$ cat src/rtl/vga_pkg.sv
`default_nettype none
// ============================================================================
//  Module      : vga_pkg
//  Description : Shared 640x480@60 timing constants, framebuffer geometry,
//                sync polarity and the alignment-pipeline word layout used
//                by the VGA scanout read path.
//  Revision    : 1.0  initial release
// ============================================================================
package vga_pkg;

    // 640x480@60 horizontal timing, in pixel ticks
    localparam int C_H_VISIBLE = 640;
    localparam int C_H_FRONT   = 16;
    localparam int C_H_SYNC    = 96;
    localparam int C_H_BACK    = 48;
    localparam int C_H_TOTAL   = C_H_VISIBLE + C_H_FRONT + C_H_SYNC + C_H_BACK;

    // 640x480@60 vertical timing, in lines
    localparam int C_V_VISIBLE = 480;
    localparam int C_V_FRONT   = 10;
    localparam int C_V_SYNC    = 2;
    localparam int C_V_BACK    = 33;
    localparam int C_V_TOTAL   = C_V_VISIBLE + C_V_FRONT + C_V_SYNC + C_V_BACK;

    // Framebuffer geometry and pixel format
    localparam int C_FB_W      = 160;
    localparam int C_FB_H      = 120;
    localparam int C_COLOUR_W  = 3;

    // Counter width: wide enough for both 800 and 525
    localparam int C_CNT_W     = 10;

    // Both syncs are active-low for this mode
    localparam logic C_SYNC_ACTIVE = 1'b0;

    // One stage of the sync/blank alignment pipeline
    typedef struct packed {
        logic visible;
        logic hs;
        logic vs;
    } align_t;

    // Pipeline contents after reset: blanked, sync deasserted
    localparam align_t C_ALIGN_IDLE = '{visible: 1'b0,
                                        hs:      ~C_SYNC_ACTIVE,
                                        vs:      ~C_SYNC_ACTIVE};

endpackage : vga_pkg
`default_nettype wire

$ cat src/rtl/vga_timing_gen.sv
`default_nettype none
// ============================================================================
//  Module      : vga_timing_gen
//  Description : Horizontal/vertical position counters for VGA scanout.
//                Produces the undelayed visible flag, raw syncs and a
//                one-clk frame_start pulse. All state advances on i_pix_en.
//  Ports       : clk, resetn       - clock, synchronous active-low reset
//                i_pix_en          - pixel-rate strobe
//                o_h_cnt, o_v_cnt  - current position
//                o_visible         - position lies in the active area
//                o_hs_raw/o_vs_raw - undelayed syncs (active-low)
//                o_frame_start     - pulse on the clk after the (0,0) tick
//  Revision    : 1.0  initial release
// ============================================================================
module vga_timing_gen
    import vga_pkg::*;
#(
    parameter int H_VISIBLE = C_H_VISIBLE,
    parameter int H_FRONT   = C_H_FRONT,
    parameter int H_SYNC    = C_H_SYNC,
    parameter int H_BACK    = C_H_BACK,
    parameter int V_VISIBLE = C_V_VISIBLE,
    parameter int V_FRONT   = C_V_FRONT,
    parameter int V_SYNC    = C_V_SYNC,
    parameter int V_BACK    = C_V_BACK,
    parameter int CNT_W     = C_CNT_W
) (
    input  logic             clk,
    input  logic             resetn,
    input  logic             i_pix_en,
    output logic [CNT_W-1:0] o_h_cnt,
    output logic [CNT_W-1:0] o_v_cnt,
    output logic             o_visible,
    output logic             o_hs_raw,
    output logic             o_vs_raw,
    output logic             o_frame_start
);

    localparam int H_TOTAL = H_VISIBLE + H_FRONT + H_SYNC + H_BACK;
    localparam int V_TOTAL = V_VISIBLE + V_FRONT + V_SYNC + V_BACK;

    localparam logic [CNT_W-1:0] C_H_LAST     = CNT_W'(H_TOTAL - 1);
    localparam logic [CNT_W-1:0] C_V_LAST     = CNT_W'(V_TOTAL - 1);
    localparam logic [CNT_W-1:0] C_H_VIS      = CNT_W'(H_VISIBLE);
    localparam logic [CNT_W-1:0] C_V_VIS      = CNT_W'(V_VISIBLE);
    localparam logic [CNT_W-1:0] C_HS_START   = CNT_W'(H_VISIBLE + H_FRONT);
    localparam logic [CNT_W-1:0] C_HS_END     = CNT_W'(H_VISIBLE + H_FRONT + H_SYNC);
    localparam logic [CNT_W-1:0] C_VS_START   = CNT_W'(V_VISIBLE + V_FRONT);
    localparam logic [CNT_W-1:0] C_VS_END     = CNT_W'(V_VISIBLE + V_FRONT + V_SYNC);

    logic [CNT_W-1:0] r_h_cnt;
    logic [CNT_W-1:0] r_v_cnt;
    logic             r_frame_start;
    logic             w_at_origin;

    assign w_at_origin = (r_h_cnt == '0) && (r_v_cnt == '0);

    always_ff @(posedge clk) begin
        if (!resetn) begin
            r_h_cnt       <= '0;
            r_v_cnt       <= '0;
            r_frame_start <= 1'b0;
        end else begin
            // The pulse is re-evaluated every clk so it is exactly one clk
            // wide even when i_pix_en is held high.
            r_frame_start <= i_pix_en && w_at_origin;
            if (i_pix_en) begin
                if (r_h_cnt == C_H_LAST) begin
                    r_h_cnt <= '0;
                    if (r_v_cnt == C_V_LAST) begin
                        r_v_cnt <= '0;
                    end else begin
                        r_v_cnt <= r_v_cnt + 1'b1;
                    end
                end else begin
                    r_h_cnt <= r_h_cnt + 1'b1;
                end
            end
        end
    end

    assign o_h_cnt       = r_h_cnt;
    assign o_v_cnt       = r_v_cnt;
    assign o_visible     = (r_h_cnt < C_H_VIS) && (r_v_cnt < C_V_VIS);
    assign o_hs_raw      = ((r_h_cnt >= C_HS_START) && (r_h_cnt < C_HS_END))
                           ? C_SYNC_ACTIVE : ~C_SYNC_ACTIVE;
    assign o_vs_raw      = ((r_v_cnt >= C_VS_START) && (r_v_cnt < C_VS_END))
                           ? C_SYNC_ACTIVE : ~C_SYNC_ACTIVE;
    assign o_frame_start = r_frame_start;

endmodule : vga_timing_gen
`default_nettype wire

$ cat src/rtl/vga_scanout_reader.sv
`default_nettype none
// ============================================================================
//  Module      : vga_scanout_reader
//  Description : Read side of the 160x120 framebuffer. Generates VGA timing,
//                issues one framebuffer read per displayed pixel (4x upscale)
//                and realigns the returned colour with delayed sync/blank so
//                every VGA output changes on the same pix_en tick.
//  Ports       : clk, resetn   - clock, synchronous active-low reset
//                pix_en        - pixel-rate strobe
//                rd_x/rd_y     - framebuffer read address (0 when blanked)
//                rd_en         - read request, high on visible pixels
//                rd_colour     - read data, MEM_LATENCY ticks after address
//                vga_colour    - output colour, 0 when blanked
//                vga_hs/vga_vs - active-low syncs
//                vga_blank_n   - low outside the visible area
//                frame_start   - one-clk pulse after the (0,0) tick
//  Revision    : 1.0  initial release
// ============================================================================
module vga_scanout_reader
    import vga_pkg::*;
#(
    parameter int H_VISIBLE   = C_H_VISIBLE,
    parameter int H_FRONT     = C_H_FRONT,
    parameter int H_SYNC      = C_H_SYNC,
    parameter int H_BACK      = C_H_BACK,
    parameter int V_VISIBLE   = C_V_VISIBLE,
    parameter int V_FRONT     = C_V_FRONT,
    parameter int V_SYNC      = C_V_SYNC,
    parameter int V_BACK      = C_V_BACK,
    parameter int SCALE_SHIFT = 2,
    parameter int COLOUR_W    = C_COLOUR_W,
    parameter int MEM_LATENCY = 1,
    parameter int CNT_W       = C_CNT_W
) (
    input  logic                clk,
    input  logic                resetn,
    input  logic                pix_en,
    output logic [7:0]          rd_x,
    output logic [6:0]          rd_y,
    output logic                rd_en,
    input  logic [COLOUR_W-1:0] rd_colour,
    output logic [COLOUR_W-1:0] vga_colour,
    output logic                vga_hs,
    output logic                vga_vs,
    output logic                vga_blank_n,
    output logic                frame_start
);

    logic [CNT_W-1:0] w_h_cnt;
    logic [CNT_W-1:0] w_v_cnt;
    logic             w_visible;
    logic             w_hs_raw;
    logic             w_vs_raw;
    align_t           w_stage0;
    align_t           w_last;

    align_t              r_align [MEM_LATENCY];
    logic [COLOUR_W-1:0] r_vga_colour;
    logic                r_vga_hs;
    logic                r_vga_vs;
    logic                r_vga_blank_n;

    vga_timing_gen #(
        .H_VISIBLE (H_VISIBLE),
        .H_FRONT   (H_FRONT),
        .H_SYNC    (H_SYNC),
        .H_BACK    (H_BACK),
        .V_VISIBLE (V_VISIBLE),
        .V_FRONT   (V_FRONT),
        .V_SYNC    (V_SYNC),
        .V_BACK    (V_BACK),
        .CNT_W     (CNT_W)
    ) u_timing (
        .clk           (clk),
        .resetn        (resetn),
        .i_pix_en      (pix_en),
        .o_h_cnt       (w_h_cnt),
        .o_v_cnt       (w_v_cnt),
        .o_visible     (w_visible),
        .o_hs_raw      (w_hs_raw),
        .o_vs_raw      (w_vs_raw),
        .o_frame_start (frame_start)
    );

    // Address generation: downscale screen position to framebuffer cell.
    // The address is parked at 0 during blanking so the RAM sees a stable,
    // in-range address.
    assign rd_en = w_visible;
    assign rd_x  = w_visible ? 8'(w_h_cnt >> SCALE_SHIFT) : 8'd0;
    assign rd_y  = w_visible ? 7'(w_v_cnt >> SCALE_SHIFT) : 7'd0;

    assign w_stage0 = '{visible: w_visible, hs: w_hs_raw, vs: w_vs_raw};

    // Delay line matching the framebuffer read latency, so the flags leaving
    // the last stage belong to the same pixel as the rd_colour now arriving.
    always_ff @(posedge clk) begin
        if (!resetn) begin
            for (int i = 0; i < MEM_LATENCY; i++) begin
                r_align[i] <= C_ALIGN_IDLE;
            end
        end else if (pix_en) begin
            r_align[0] <= w_stage0;
            for (int i = 1; i < MEM_LATENCY; i++) begin
                r_align[i] <= r_align[i-1];
            end
        end
    end

    assign w_last = r_align[MEM_LATENCY-1];

    // Output registers: all VGA pins update together on the same tick
    always_ff @(posedge clk) begin
        if (!resetn) begin
            r_vga_colour  <= '0;
            r_vga_hs      <= ~C_SYNC_ACTIVE;
            r_vga_vs      <= ~C_SYNC_ACTIVE;
            r_vga_blank_n <= 1'b0;
        end else if (pix_en) begin
            r_vga_colour  <= w_last.visible ? rd_colour : '0;
            r_vga_hs      <= w_last.hs;
            r_vga_vs      <= w_last.vs;
            r_vga_blank_n <= w_last.visible;
        end
    end

    assign vga_colour  = r_vga_colour;
    assign vga_hs      = r_vga_hs;
    assign vga_vs      = r_vga_vs;
    assign vga_blank_n = r_vga_blank_n;

endmodule : vga_scanout_reader
`default_nettype wire

$ cat config.mk
export PLATFORM = sky130hd
export DESIGN_NAME = vga_scanout_reader
export DESIGN_NICKNAME = d
export VERILOG_FILES = /design/src/rtl/vga_pkg.sv /design/src/rtl/vga_timing_gen.sv /design/src/rtl/vga_scanout_reader.sv
export SDC_FILE = /design/constraint.sdc
export NUM_CORES = 1
export LEC_CHECK = 0
export CELL_PAD_IN_SITES_DETAIL_PLACEMENT = 1
export CELL_PAD_IN_SITES_GLOBAL_PLACEMENT = 1
export CORE_MARGIN = 5
export CORE_UTILIZATION = 38
export CTS_CLUSTER_DIAMETER = 60
export DETAILED_ROUTE_END_ITERATION = 7
export GPL_TIMING_DRIVEN = 0
export PLACE_DENSITY = 0.83
export SYNTH_ARGS = -nofsm -noshare
export SYNTH_HDL_FRONTEND = slang
export SYNTH_HIERARCHICAL = 1
export SYNTH_SLANG_ARGS = --single-unit
$ cat constraint.sdc
create_clock -name clk -period 2.4 [get_ports clk]
set_input_delay 0.48 -clock clk [delete_from_list [all_inputs] [get_ports clk]]
set_output_delay 0.48 -clock clk [all_outputs]
set_load 0.05 [all_outputs]
======== Word level (Yosys, flattened, before mapping) ========
Memories as Yosys holds them, arrays and structs flattened.
Index checks and enable logic that the tools add are counted.
word-level totals
  output and inout port bits .............. 23
  flip-flop bits (word level) ............. 27
  bits of input ports ..................... 6
  RAM bits ................................ 3
  memories kept ........................... 1
memories
  memory   depth  bits a word  rd ports  clocked after memory_dff  write ports  RTL line                  text
  r_align  1      3            1         0                         1            vga_scanout_reader.sv:57  align_t r_align [MEM_LATENCY];
cells by class
  equal/unequal tests ..................... 2
  muxes and demuxes ....................... 13
  reduce and logical (&&, ||, !) cells .... 9
  order comparisons ....................... 6
  add/sub/neg operators ................... 2
operators by type and width
  kind                                                  number
  adder 10 x 1 -> 10 bit, second input constant         2
  equality test 10 bit, second input constant           2
  logical NOT 10 bit                                    2
  < comparator 10 bit, second input constant            2
  < comparator 10 x 9 -> 1 bit, second input constant   2
  two-way mux 10 bit                                    2
  >= comparator 10 bit, second input constant           1
  >= comparator 10 x 9 -> 1 bit, second input constant  1
  two-way mux 8 bit                                     1
  two-way mux 1 bit                                     7
  two-way mux 7 bit                                     1
  two-way mux 3 bit                                     2
  logical AND 1 bit                                     5
  OR reduction 3 bit                                    1
  AND reduction 2 bit                                   1

======== Depth between registers and ports, before layout ========
  depth after elaboration ................. 5
  gate-level depth with buffers ........... 6
  depth with buffers taken out ............ 6

======== Hierarchy ========
Netlist, hierarchy kept.
modules (own cells, without submodules)
  module              cells an instance  sequential area each (um2)  area each (um2)  times used
  vga_timing_gen      134                420.4                       1,129.8          1
  vga_scanout_reader  46                 210.2                       451.7            1

======== Worst setup path before layout ========
OpenSTA, ideal clock, no wires.
  kind .................................... reg2out
  start point ............................. reg u_timing.r_v_cnt[5] (netlist: u_timing/o_v_cnt[5])
  end point ............................... out rd_x[3]
  path slack .............................. -0.713 ns
  stages on the path, launching flop included .. 6
  required time ........................... 1.920 ns
  arrival ................................. 2.633 ns
  cell sequence ........................... dfxtp_1 -> nand3_1 -> nor2_1 -> nor3_1 -> clkbuf_2 -> and2_1
on the way
  word-level cells in the longest chain between the ends .. 3
ends and longest elaborated chain
  what                          RTL line                  text
  from (decl)                   vga_timing_gen.sv:52      logic [CNT_W-1:0] r_v_cnt;
  from (signal assigned)        vga_timing_gen.sv:73      r_v_cnt <= r_v_cnt + 1'b1;
  < comparator 10 x 9 -> 1 bit  vga_timing_gen.sv:84      assign o_visible = (r_h_cnt < C_H_VIS) && (r_v_cnt < C_V_VIS);
  logical AND 1 bit             vga_timing_gen.sv:84
  via rd_en                     vga_scanout_reader.sv:40  output logic rd_en,
  two-way mux 8 bit             vga_scanout_reader.sv:89  assign rd_x = w_visible ? 8'(w_h_cnt >> SCALE_SHIFT) : 8'd0;
  to (decl)                     vga_scanout_reader.sv:38  output logic [7:0] rd_x,
The timed path passes the listed nets, and every way through them passes these cells.

======== Worst setup path in the final report ========
  start point ............................. reg u_timing.r_h_cnt[8] (netlist: u_timing/o_h_cnt[8])
  end point ............................... out rd_x[0]
on the way
  word-level cells in the longest chain between the ends .. 3
ends and longest elaborated chain
  what                    RTL line                  text
  from (decl)             vga_timing_gen.sv:51      logic [CNT_W-1:0] r_h_cnt;
  from (signal assigned)  vga_timing_gen.sv:76      r_h_cnt <= r_h_cnt + 1'b1;
  < comparator 10 bit     vga_timing_gen.sv:84
  logical AND 1 bit       vga_timing_gen.sv:84
  two-way mux 8 bit       vga_scanout_reader.sv:89
No other way between the ends.

==> reports/qor.txt <==
ANT nets after route: 0
die width: 74.51 microns
final setup violation count: 0
layout cells sized above 1: 0.1697
Unique masters post-synth: 42
RR Startpoint: u_timing/o_h_cnt[0]
Final min period: 2.275 ns
Sequential Power Share: 0.449
sequential area share after synthesis: 0.3987
setup TNS: 0 ns
internal power: 0.8979 mW
first-pass GRT wire length: 7.003 mm
Detail Placement HPWL: 2.932 mm
net load switching power: 0.2775 mW
number of synthesized register bits: 30
EDFF count, synth: 3
ANT cells: 0
CTS H-Tree Depth: 2
CP Launch Point: u_timing/o_h_cnt[8]
Routed WL per cell: 15.63 microns
Final Cell Area: 0.002029 sq mm
Cells after Synth: 180
Core Rows: 23
port buffer count: 28
Worst Slack Setup Final: 0.1248 ns
area grow syn2layout: 28.32%
slew margin rel.: 0.6619
Clock Skew: 0.01066 ns
cell area after synthesis: 0.001582 sq mm
critical path fanouts, max: 7
beginning of the worst hold path: vga_colour[2]
CTS tree: built
Worst Setup End Kind: output port
Ports: 29
worst skew pair latency: 0.29 ns
Initial Utilization: 0.3925
leakage: 0.7587 nW
Required @ worst endpoint: 1.92 ns
final WL: 4.188 mm
Root Buffer: clkbuf_8
switching share of power: 0.2361
DRC Markers: 0
Num CTS Buffers: 5
number of max-cap violations: 0
routed vias/inst: 5.418
pin count of the biggest net entering global routing: 12
Placer Congestion: 0.7521
dpl ws: -0.4740 ns
RSZ-0062 raised after global routing: no
vias in the first global route: 1434
initial antenna violation count: 0
CP startpoint kind: flop
Synthesis Warnings: 6
async set-reset flop share out of synthesis: 0
buffer levels on the longest clock path: 2
Die Area: 0.005552 sq mm
GRT Residual Overflow: 0
All-Layer GR Usage: 0.1672
Final Hold Vio Count: 0
syn_nets: 190
Max Slew Vio Count: 0
f_max: 439.5 MHz
Layout Utilization: 0.5037
status: finished clean
Die Span Y: 74.51 microns
core area: 0.004029 sq mm
Pwr Density: 579.1 mW/mm^2
Clock transition at path regs: 0.07 ns
fin crit share: 0.9480
power share of the clock group: 0.455
overall power: 1.175 mW
Mean Syn Cell Area: 8.786 sq um
FILL cells: 499
placed inst area: 0.001936 sq mm
DR pass1 iterations: 4
Initial DRC Count: 28
Worst Path Class, Setup: reg -> out
Nets: 227
Comb pwr share: 0.096
Worst Hold Class: reg -> reg
Num Clock Sinks: 30
Worst Path Arrival: 1.80 ns
dominant synthesized flop cell: dfxtp_1
Vias: 1452
Peak VDD IR: 0.3417 mV
Slew @ Worst Pin: 0.5030 ns
==> power groups by stage <==
stage	combinational, mW	clock, mW	sequential [mW]
2_1_floorplan	0.0586	0	0.553
3_3_place_gp	0.113	0	0.538
3_5_place_dp	0.116	0	0.539
4_1_cts	0.113	0.550	0.528
5_1_grt	0.123	0.569	0.530
6_report	0.113	0.535	0.528
==> cells in the mapped netlist, drive strengths merged (3+ instances only) <==
cell type | count | area [sq um]
a31oi | 3 | 18.77
or3 | 3 | 18.77
buf | 3 | 23.77
clkbuf | 6 | 23.77
dfxtp | 27 | 540.5
nor2b | 3 | 18.77
and3 | 4 | 25.02
xnor2 | 4 | 35.03
nand4 | 7 | 58.81
nor2 | 14 | 52.55
xor2 | 5 | 43.79
nand3 | 13 | 65.06
ha | 4 | 50.05
and2 | 15 | 93.84
a21oi | 4 | 20.02
nand2b | 3 | 18.77
mux2i | 5 | 50.05
nand2 | 14 | 52.55
nor4 | 5 | 37.53
nand3b | 6 | 45.04
o21ai | 4 | 20.02
or4 | 3 | 26.27
inv | 5 | 18.77
edfxtp | 3 | 90.09
nor3 | 3 | 15.01
==> cell type report <==
class,instances,area (sq um),area share
multi-input combinational,135,904.6,0.4457
sequential,30,630.6,0.3107
timing repair buffer,30,242.7,0.1196
clock buffer,7,86.33,0.04254
tap,50,62.56,0.03083
buffer,9,50.05,0.02466
clock inverter,1,30.03,0.01480
inverter,6,22.52,0.01110
==> cells by family (layout without fill, tap and decap cells) <==
logic type / count (synthesis) / in the layout / share of synthesized area
AOI/OAI and AO/OA: 15 / 15 / 0.05696
xor gates and xnor gates: 9 / 9 / 0.04984
adders and majority gates: 4 / 4 / 0.03165
buffers and inverters: 15 / 53 / 0.04430
DFF: 30 / 30 / 0.3987
muxes: 5 / 5 / 0.03165
and+or+nand+nor: 102 / 102 / 0.3869
==> state kept, by name (all words and copies together) (netlist names) <==
name,cells
vga_blank_n,1
vga_vs,1
vga_hs,1
u_timing/o_v_cnt,10
u_timing/o_frame_start,1
u_timing/o_h_cnt,10
r_align,3
vga_colour,3
==> worst paths after layout <==
check | endpoint | slack, ns | cells past startpoint
min | vga_colour[2] | 0.47 | 2
max reg2reg | u_timing/o_v_cnt[0] | 0.24 | 6
max | rd_x[0] | 0.12 | 5
min reg2reg | vga_colour[2] | 0.47 | 2
==> stage by stage <==
step	std cells	hold slack, ns
after floorplan	180	0.4365
after global placement	258	0.4459
after detailed placement	258	0.4684
after CTS	268	0.4787
after global routing	268	0.4987
final	268	0.4710
==> repair_timing <==
item | 4_1_cts | 5_1_grt
endpoints found under the hold margin | 0 | 0
resized for setup | 70 | 8
setup endpoints to repair | 30 | 25
pin swaps | 1 | 1
hold buffers | 0 | 0
buffers inserted | 2 | 0
==> placed cells by master, fill, tap and decap left out, types with 2 or more instances in the layout <==
cell / count
a21oi_1: 4
a31oi_1: 3
and2_1: 15
and3_1: 4
and4_1: 2
buf_2: 7
buf_4: 6
clkbuf_1: 6
clkbuf_2: 3
clkbuf_4: 2
clkbuf_8: 6
clkdlybuf4s15_2: 3
clkdlybuf4s50_1: 11
dfxtp_1: 27
edfxtp_1: 3
ha_1: 4
inv_1: 5
mux2i_1: 5
nand2_1: 14
nand2b_1: 3
nand3_1: 12
nand3b_1: 6
nand4_1: 6
nor2_1: 13
nor2b_1: 3
nor3_1: 2
nor4_1: 4
nor4b_1: 2
o21ai_0: 4
o31ai_1: 2
or3_1: 3
or4_1: 2
xnor2_1: 4
xor2_1: 5
==> routing by layer <==
| metal | wire [microns] | vias to the layer above | track usage |
|---|---|---|---|
| met4 | 56 | 0 | 0.05336 |
| met3 | 207 | 6 | 0.05000 |
| met5 | 0 | - | 0 |
| li1 | - | 714 | - |
| met2 | 2045 | 29 | 0.2790 |
| met1 | 1878 | 703 | 0.2066 |
==> critical path: stages (launching register included) <==
cell	delay, ns
dfxtp_1	0.40
o21a_1	0.24
nor3_4	0.24
buf_4	0.16
and2_1	0.11
clkdlybuf4s15_2	0.36
Note: power is estimated with default switching activity, not from simulation.
